`config.mk`:
```
export PLATFORM = sky130hd
export DESIGN_NAME = multi_seeker_block_aligner
export DESIGN_NICKNAME = d
export VERILOG_FILES = /design/src/rtl/multi_seeker_block_aligner.sv
export SDC_FILE = /design/constraint.sdc
export NUM_CORES = 1
export LEC_CHECK = 0
export BUFFER_PORTS_ARGS = -buffer_cell sky130_fd_sc_hd__buf_2
export CELL_PAD_IN_SITES_DETAIL_PLACEMENT = 0
export CELL_PAD_IN_SITES_GLOBAL_PLACEMENT = 1
export CORE_MARGIN = 2
export CORE_UTILIZATION = 49
export CTS_BUF_LIST = sky130_fd_sc_hd__clkbuf_2
export CTS_CLUSTER_SIZE = 16
export DETAILED_ROUTE_END_ITERATION = 12
export GPL_TIMING_DRIVEN = 0
export PLACE_DENSITY_LB_ADDON = 0.12
export SKIP_LAST_GASP = 1
export SLEW_MARGIN = 0
export SYNTH_ARGS = -nofsm -noshare
export SYNTH_HDL_FRONTEND = slang
export SYNTH_SLANG_ARGS = --single-unit
```
`constraint.sdc`:
```
create_clock -name clk_i -period 5.3 [get_ports clk_i]
set_input_delay 0.265 -clock clk_i [delete_from_list [all_inputs] [get_ports clk_i]]
set_output_delay 0.265 -clock clk_i [all_outputs]
set_load 0.01 [all_outputs]
```
`src/rtl/multi_seeker_block_aligner.sv`:
```
// Finds and tracks the 66-bit frame boundary in the gearbox buffer. Several
// interleaved seekers each hunt and lock one subset of offsets, and a sticky arbiter picks the offset that is reported.

module msba_seeker #(
  parameter int K           = 0,
  parameter int NUM_SEEKERS = 4,
  parameter int NUM_POS     = 66,
  parameter int BUF_W       = 194,
  parameter int LOCK_CNT    = 64,
  parameter int UNLOCK_BAD  = 16,
  parameter int UNLOCK_WIN  = 1024,
  parameter int POS_W       = $clog2(NUM_POS)
)(
  input  logic             clk_i,
  input  logic             rst_ni,
  input  logic [BUF_W-1:0] gbox_buffer,
  input  logic             buffer_dv,
  input  logic             clear_i,
  output logic             locked,
  output logic [POS_W-1:0] pos
);
  localparam int GW = $clog2(LOCK_CNT + 1);
  localparam int BW = $clog2(UNLOCK_BAD + 1);
  localparam int FW = $clog2(UNLOCK_WIN + 1);

  typedef enum logic {HUNT, LOCKED} state_e;

  state_e           st, st_n;
  logic [POS_W-1:0] pos_n, slip_pos;
  logic [POS_W:0]   slip_sum;
  logic [GW-1:0]    good, good_n;
  logic [BW-1:0]    bad, bad_n;
  logic [FW-1:0]    frm, frm_n;
  logic [1:0]       hdr;
  logic             hdr_ok;

  assign hdr      = gbox_buffer[int'(pos) + 64 +: 2];
  assign hdr_ok   = hdr[1] ^ hdr[0];
  assign slip_sum = {1'b0, pos} + (POS_W+1)'(NUM_SEEKERS);
  // Past the last candidate offset, go back to this seeker's first one.
  assign slip_pos = (slip_sum > (POS_W+1)'(NUM_POS - 1)) ? POS_W'(K) : slip_sum[POS_W-1:0];
  assign locked   = (st == LOCKED);

  always_ff @(posedge clk_i or negedge rst_ni) begin
    if (!rst_ni) begin
      st   <= HUNT;
      pos  <= POS_W'(K);
      good <= '0;
      bad  <= '0;
      frm  <= '0;
    end else begin
      st   <= st_n;
      pos  <= pos_n;
      good <= good_n;
      bad  <= bad_n;
      frm  <= frm_n;
    end
  end

  always_comb begin
    st_n   = st;
    pos_n  = pos;
    good_n = good;
    bad_n  = bad;
    frm_n  = frm;
    if (clear_i) begin
      st_n   = HUNT;
      pos_n  = POS_W'(K);
      good_n = '0;
      bad_n  = '0;
      frm_n  = '0;
    end else if (buffer_dv) begin
      case (st)
        HUNT: begin
          if (hdr_ok) begin
            if (good == GW'(LOCK_CNT - 1)) begin
              st_n   = LOCKED;
              good_n = '0;
              bad_n  = '0;
              frm_n  = '0;
            end else begin
              good_n = good + 1'b1;
            end
          end else begin
            pos_n  = slip_pos;
            good_n = '0;
          end
        end
        LOCKED: begin
          // An unlock takes priority over a window ending on the same frame.
          if (!hdr_ok && bad == BW'(UNLOCK_BAD - 1)) begin
            st_n   = HUNT;
            pos_n  = slip_pos;
            good_n = '0;
            bad_n  = '0;
            frm_n  = '0;
          end else if (frm == FW'(UNLOCK_WIN - 1)) begin
            frm_n = '0;
            bad_n = '0;
          end else begin
            frm_n = frm + 1'b1;
            if (!hdr_ok) bad_n = bad + 1'b1;
          end
        end
        default: st_n = HUNT;
      endcase
    end
  end
endmodule

module multi_seeker_block_aligner #(
  parameter int NUM_SEEKERS = 4,
  parameter int NUM_POS     = 66,
  parameter int BUF_W       = 194,
  parameter int LOCK_CNT    = 64,
  parameter int UNLOCK_BAD  = 16,
  parameter int UNLOCK_WIN  = 1024,
  parameter int POS_W       = $clog2(NUM_POS),
  parameter int IDX_W       = (NUM_SEEKERS > 1) ? $clog2(NUM_SEEKERS) : 1
)(
  input  logic             clk_i,
  input  logic             rst_ni,
  input  logic [BUF_W-1:0] gbox_buffer,
  input  logic             buffer_dv,
  input  logic             clear_i,
  output logic             is_synced,
  output logic [POS_W-1:0] offset_pos,
  output logic [IDX_W-1:0] winner_idx,
  output logic             sync_lost_o
);
  logic [NUM_SEEKERS-1:0]            locked;
  logic [NUM_SEEKERS-1:0][POS_W-1:0] pos;
  logic [IDX_W-1:0]                  sel;
  logic                              any_lock;

  for (genvar k = 0; k < NUM_SEEKERS; k++) begin : g_seek
    msba_seeker #(
      .K(k), .NUM_SEEKERS(NUM_SEEKERS), .NUM_POS(NUM_POS), .BUF_W(BUF_W),
      .LOCK_CNT(LOCK_CNT), .UNLOCK_BAD(UNLOCK_BAD), .UNLOCK_WIN(UNLOCK_WIN), .POS_W(POS_W)
    ) u_seek (
      .clk_i      (clk_i),
      .rst_ni     (rst_ni),
      .gbox_buffer(gbox_buffer),
      .buffer_dv  (buffer_dv),
      .clear_i    (clear_i),
      .locked     (locked[k]),
      .pos        (pos[k])
    );
  end

  // A locked winner is kept; otherwise the lowest-index locked seeker wins.
  always_comb begin
    any_lock = |locked;
    sel      = winner_idx;
    if (!(is_synced && locked[winner_idx])) begin
      sel = '0;
      for (int i = NUM_SEEKERS - 1; i >= 0; i--)
        if (locked[i]) sel = IDX_W'(i);
    end
  end

  always_ff @(posedge clk_i or negedge rst_ni) begin
    if (!rst_ni) begin
      is_synced   <= 1'b0;
      offset_pos  <= '0;
      winner_idx  <= '0;
      sync_lost_o <= 1'b0;
    end else if (clear_i) begin
      is_synced   <= 1'b0;
      offset_pos  <= '0;
      winner_idx  <= '0;
      sync_lost_o <= is_synced;
    end else begin
      is_synced   <= any_lock;
      sync_lost_o <= is_synced && !any_lock;
      if (any_lock) begin
        winner_idx <= sel;
        offset_pos <= pos[sel];
      end
    end
  end
endmodule

```
==> impl_metrics.yaml <==
synthesis:
  syn_nets: 1315
  synth.distinct_cells: 79
  async_flop_share_pct: 100
  yosysTopAreaCell: "dfrtp_1"
  netlist_top_cells_area: "dfrtp_1 (29%), mux4_2 (23%), mux2i_1 (5.3%)"
  avgSynthCellArea_um2: 10.1
  ys_seq_area_share_pct: 29.5
  synth_edf_count: 0
  synth_area_um2: 11100
  syn_inst: 1095
  ys_ff_latch: 130
  ys.flop_type: "dfrtp_1"
  synth_top_area_share_pct: 28.7
  ys_warn_count: 0
cells_and_area:
  num-fill-cells: 1987
  utilization_pct: 56.6
  finalNetCount: 1481
  multi_input_area_um2: 7390
  final_cell_area_um2: 12400
  area_delta_synth_final_pct: 12.4
  seqCellArea_um2: 3260
  drive_above_1_share_pct: 28.4
  final_cells: 1556
place:
  place_congestion: 0.977
  port_buffers: 143
  dp.cells: 1519
  place_area_um2: 12200
  pre_cts_ws_ns: 0.945
  hpwl_mm: 26.0
critical_path:
  worstSetupEndpointType: "flop"
  crit_path_top_delay_cell: "clkbuf_1"
  r2r_setup_slack_ns: 0.76
  critPathBufInv: 2
  cp_top_family: "multiplexers"
  critPathArrivalTime_ns: 5.11
  path_class: "flop to flop"
  critPathLaunchType: "flop"
  path_cells: "buf_2 > clkbuf_1 > mux4_2 > mux4_2 > mux2i_1 > xnor2_1 > mux2i_4 > o21ai_2 > a21oi_1 > nand2b_1 > or2_2 > o31ai_1"
  cp_common_cell: "mux4_2"
  cpPeakStageDelay_ns: 0.71
  crit_required_ns: 5.88
  crit_fanout: 10
sta:
  hold_violations: 0
  worst_pin_slew_ns: 0.947
  slew_violations: 0
  fmax_mhz: 220
  period_share_pct: 85.6
  worst_slack_ns: 0.764
  hold_ws_ns: 0.0955
  clock_skew_ns: 0.0440
  rsz0062_at_grt: "no"
  setup_viol: 0
  min_period_ns: 4.54
  setup_tns_ns: 0
  relSlewSlack_pct: 36.9
power_and_ir_drop:
  pwr-share-seq_pct: 28.3
  switching_share_pct: 43.5
  comb_power_share_pct: 56.1
  total_power_mw: 3.95
  p_per_area_nw_per_um2: 318
  p_leak_nw: 5.28
  p_int_mw: 2.23
  ir_drop_mv: 0.360
  switchingPower_mw: 1.72
  clkPwrFrac_pct: 15.7
global_route:
  overflow: 0
  grt_antenna_before_repair: 2
  grt_pass1_vias: 9904
  track_usage_pct: 29.4
  grt_max_degree: 83
  grt_pass1_wl_mm: 54.2
cts:
  numCtsBuffers: 17
  clockBufferDepth: 2
  clk_root_buffer_cell: "clkbuf_2"
  cts_resized: 0
  clkSinkCount: 130
  post_cts.repair.setup_buffers: 0
  tritoncts: "yes"
  htreeDepth: 4
  clk_latency_ns: 0.71
  cts.clk_slew.worst_paths_ns: 0.20
job:
  max-cap-violations: 0
run_status:
  status: "complete, no violations"
worst_hold_path:
  min_path_type: "primary input to flop"
route:
  avgRoutedWirePerCell_um: 22.0
  dr.first_iter.drc_count: 1025
  ant_nets: 0
  wl_mm: 34.3
  vias: 10100
  drc_errors: 0
  drt_pre_antenna_iters: 5
  routed_via_density: 6.52
die:
  die_w_um: 154
  dieArea_um2: 23800
  core-area_um2: 22000
  initial_core_util_pct: 50.4
  std_cell_rows: 54
  die_y_um: 154
  io_pins: 209
-- Yosys cell counts (9+ instances only) --
cell type,count
buf_2,24
inv_1,20
nand3_1,53
ha_1,22
dfrtp_1,127
nand2_1,115
nand2b_1,28
a21oi_1,42
mux4_2,111
clkbuf_1,32
mux2i_1,58
nor2b_1,20
mux2_2,10
xor2_1,10
o21ai_0,80
a22oi_1,9
and3_1,22
nor2_1,84
a22o_1,15
or3_1,10
o31ai_1,10
nor3_1,21
-- metal layers --
layer / vias to the layer above / GRT usage (%) / wire (um)
met5: - / 0 / 0
met4: 0 / 10.1 / 904
met3: 73 / 7.62 / 3410
met2: 558 / 45.4 / 15400
met1: 4953 / 40.5 / 14600
li1: 4556 / - / -
-- timing repair --
action,in CTS,in global routing
endpoints found under the setup margin,0,0
hold buffers,3,0
hold endpoints to repair,130,0
-- worst paths after layout --
| kind | from | end | cells past startpoint |
|---|---|---|---|
| max in group asynchronous | rst_ni | g_seek[1].u_seek.frm[8]$_DFFE_PN0P_ | 4 |
| worst min-delay path | buffer_dv | g_seek[3].u_seek.good[0]$_DFFE_PN0P_ | 3 |
| worst max-delay path | g_seek[2].u_seek.pos[3]$_DFFE_PN0P_ | g_seek[2].u_seek.pos[5]$_DFFE_PN0P_ | 12 |
| worst max register to register | g_seek[2].u_seek.pos[3]$_DFFE_PN0P_ | g_seek[2].u_seek.pos[5]$_DFFE_PN0P_ | 12 |
| worst min register to register | g_seek[0].u_seek.bad[4]$_DFFE_PN0P_ | g_seek[0].u_seek.bad[4]$_DFFE_PN0P_ | 2 |
| min in group asynchronous | rst_ni | g_seek[1].u_seek.pos[4]$_DFFE_PN0P_ | 3 |
-- cells by family (layout without fill, tap and decap cells) --
logic type | count (synthesis) | in the layout | share of synthesized area [%]
compound gates | 255 | 255 | 15.8
mux | 181 | 181 | 29.3
xor+xnor | 17 | 17 | 1.41
fa+ha+maj | 22 | 22 | 2.49
buf+inv | 91 | 270 | 3.70
simple gates | 399 | 399 | 17.8
other cells | 0 | 2 | 0
flops | 130 | 130 | 29.5
-- cell type report --
type | count | share of cell area [%]
plain buffers | 71 | 2.69
repair buffers | 147 | 6.27
diodes | 2 | 0.0403
flip-flops and latches | 130 | 26.2
clock inverters | 14 | 1.16
inverters | 20 | 0.604
well taps | 280 | 2.82
multi-input cells | 874 | 59.5
clock buffers | 18 | 0.725
-- power groups by stage --
| stage | registers [mW] | clock network, mW | logic, mW |
|---|---|---|---|
| floorplan | 1.11 | 0 | 1.61 |
| global placement | 1.13 | 0 | 2.16 |
| detailed placement | 1.13 | 0 | 2.18 |
| CTS | 1.12 | 0.647 | 2.18 |
| global route | 1.13 | 0.686 | 2.36 |
| finish | 1.12 | 0.620 | 2.22 |
-- registers in the layout (all words and copies together), names as in the netlist --
signal	cells
g_seek.u_seek.locked	4
is_synced	1
g_seek.u_seek.bad	20
g_seek.u_seek.frm	44
sync_lost_o	1
g_seek.u_seek.pos	23
offset_pos	7
g_seek.u_seek.good	28
winner_idx	2
-- worst register-to-register path, stage by stage, from the launching register on --
cell and delay (ns):
dfrtp_1 0.39, buf_2 0.26, clkbuf_1 0.72, mux4_2 0.44, mux4_2 0.47, mux2i_1 0.30, xnor2_1 0.27, mux2i_4 0.21
o21ai_2 0.30, a21oi_1 0.12, nand2b_1 0.33, or2_2 0.39, o31ai_1 0.26
-- cell usage in the layout, fill, tap and decap left out, types with 15 or more instances in the layout --
cell,instances
a21oi_1,42
a22o_1,15
and3_1,22
buf_2,166
clkbuf_1,32
clkbuf_2,18
dfrtp_1,127
ha_1,22
inv_1,20
mux2i_1,58
mux4_2,111
nand2_1,115
nand2b_1,28
nand3_1,53
nor2_1,84
nor2b_1,20
nor3_1,21
o21ai_0,80
Power figures use the tool's default switching activity.
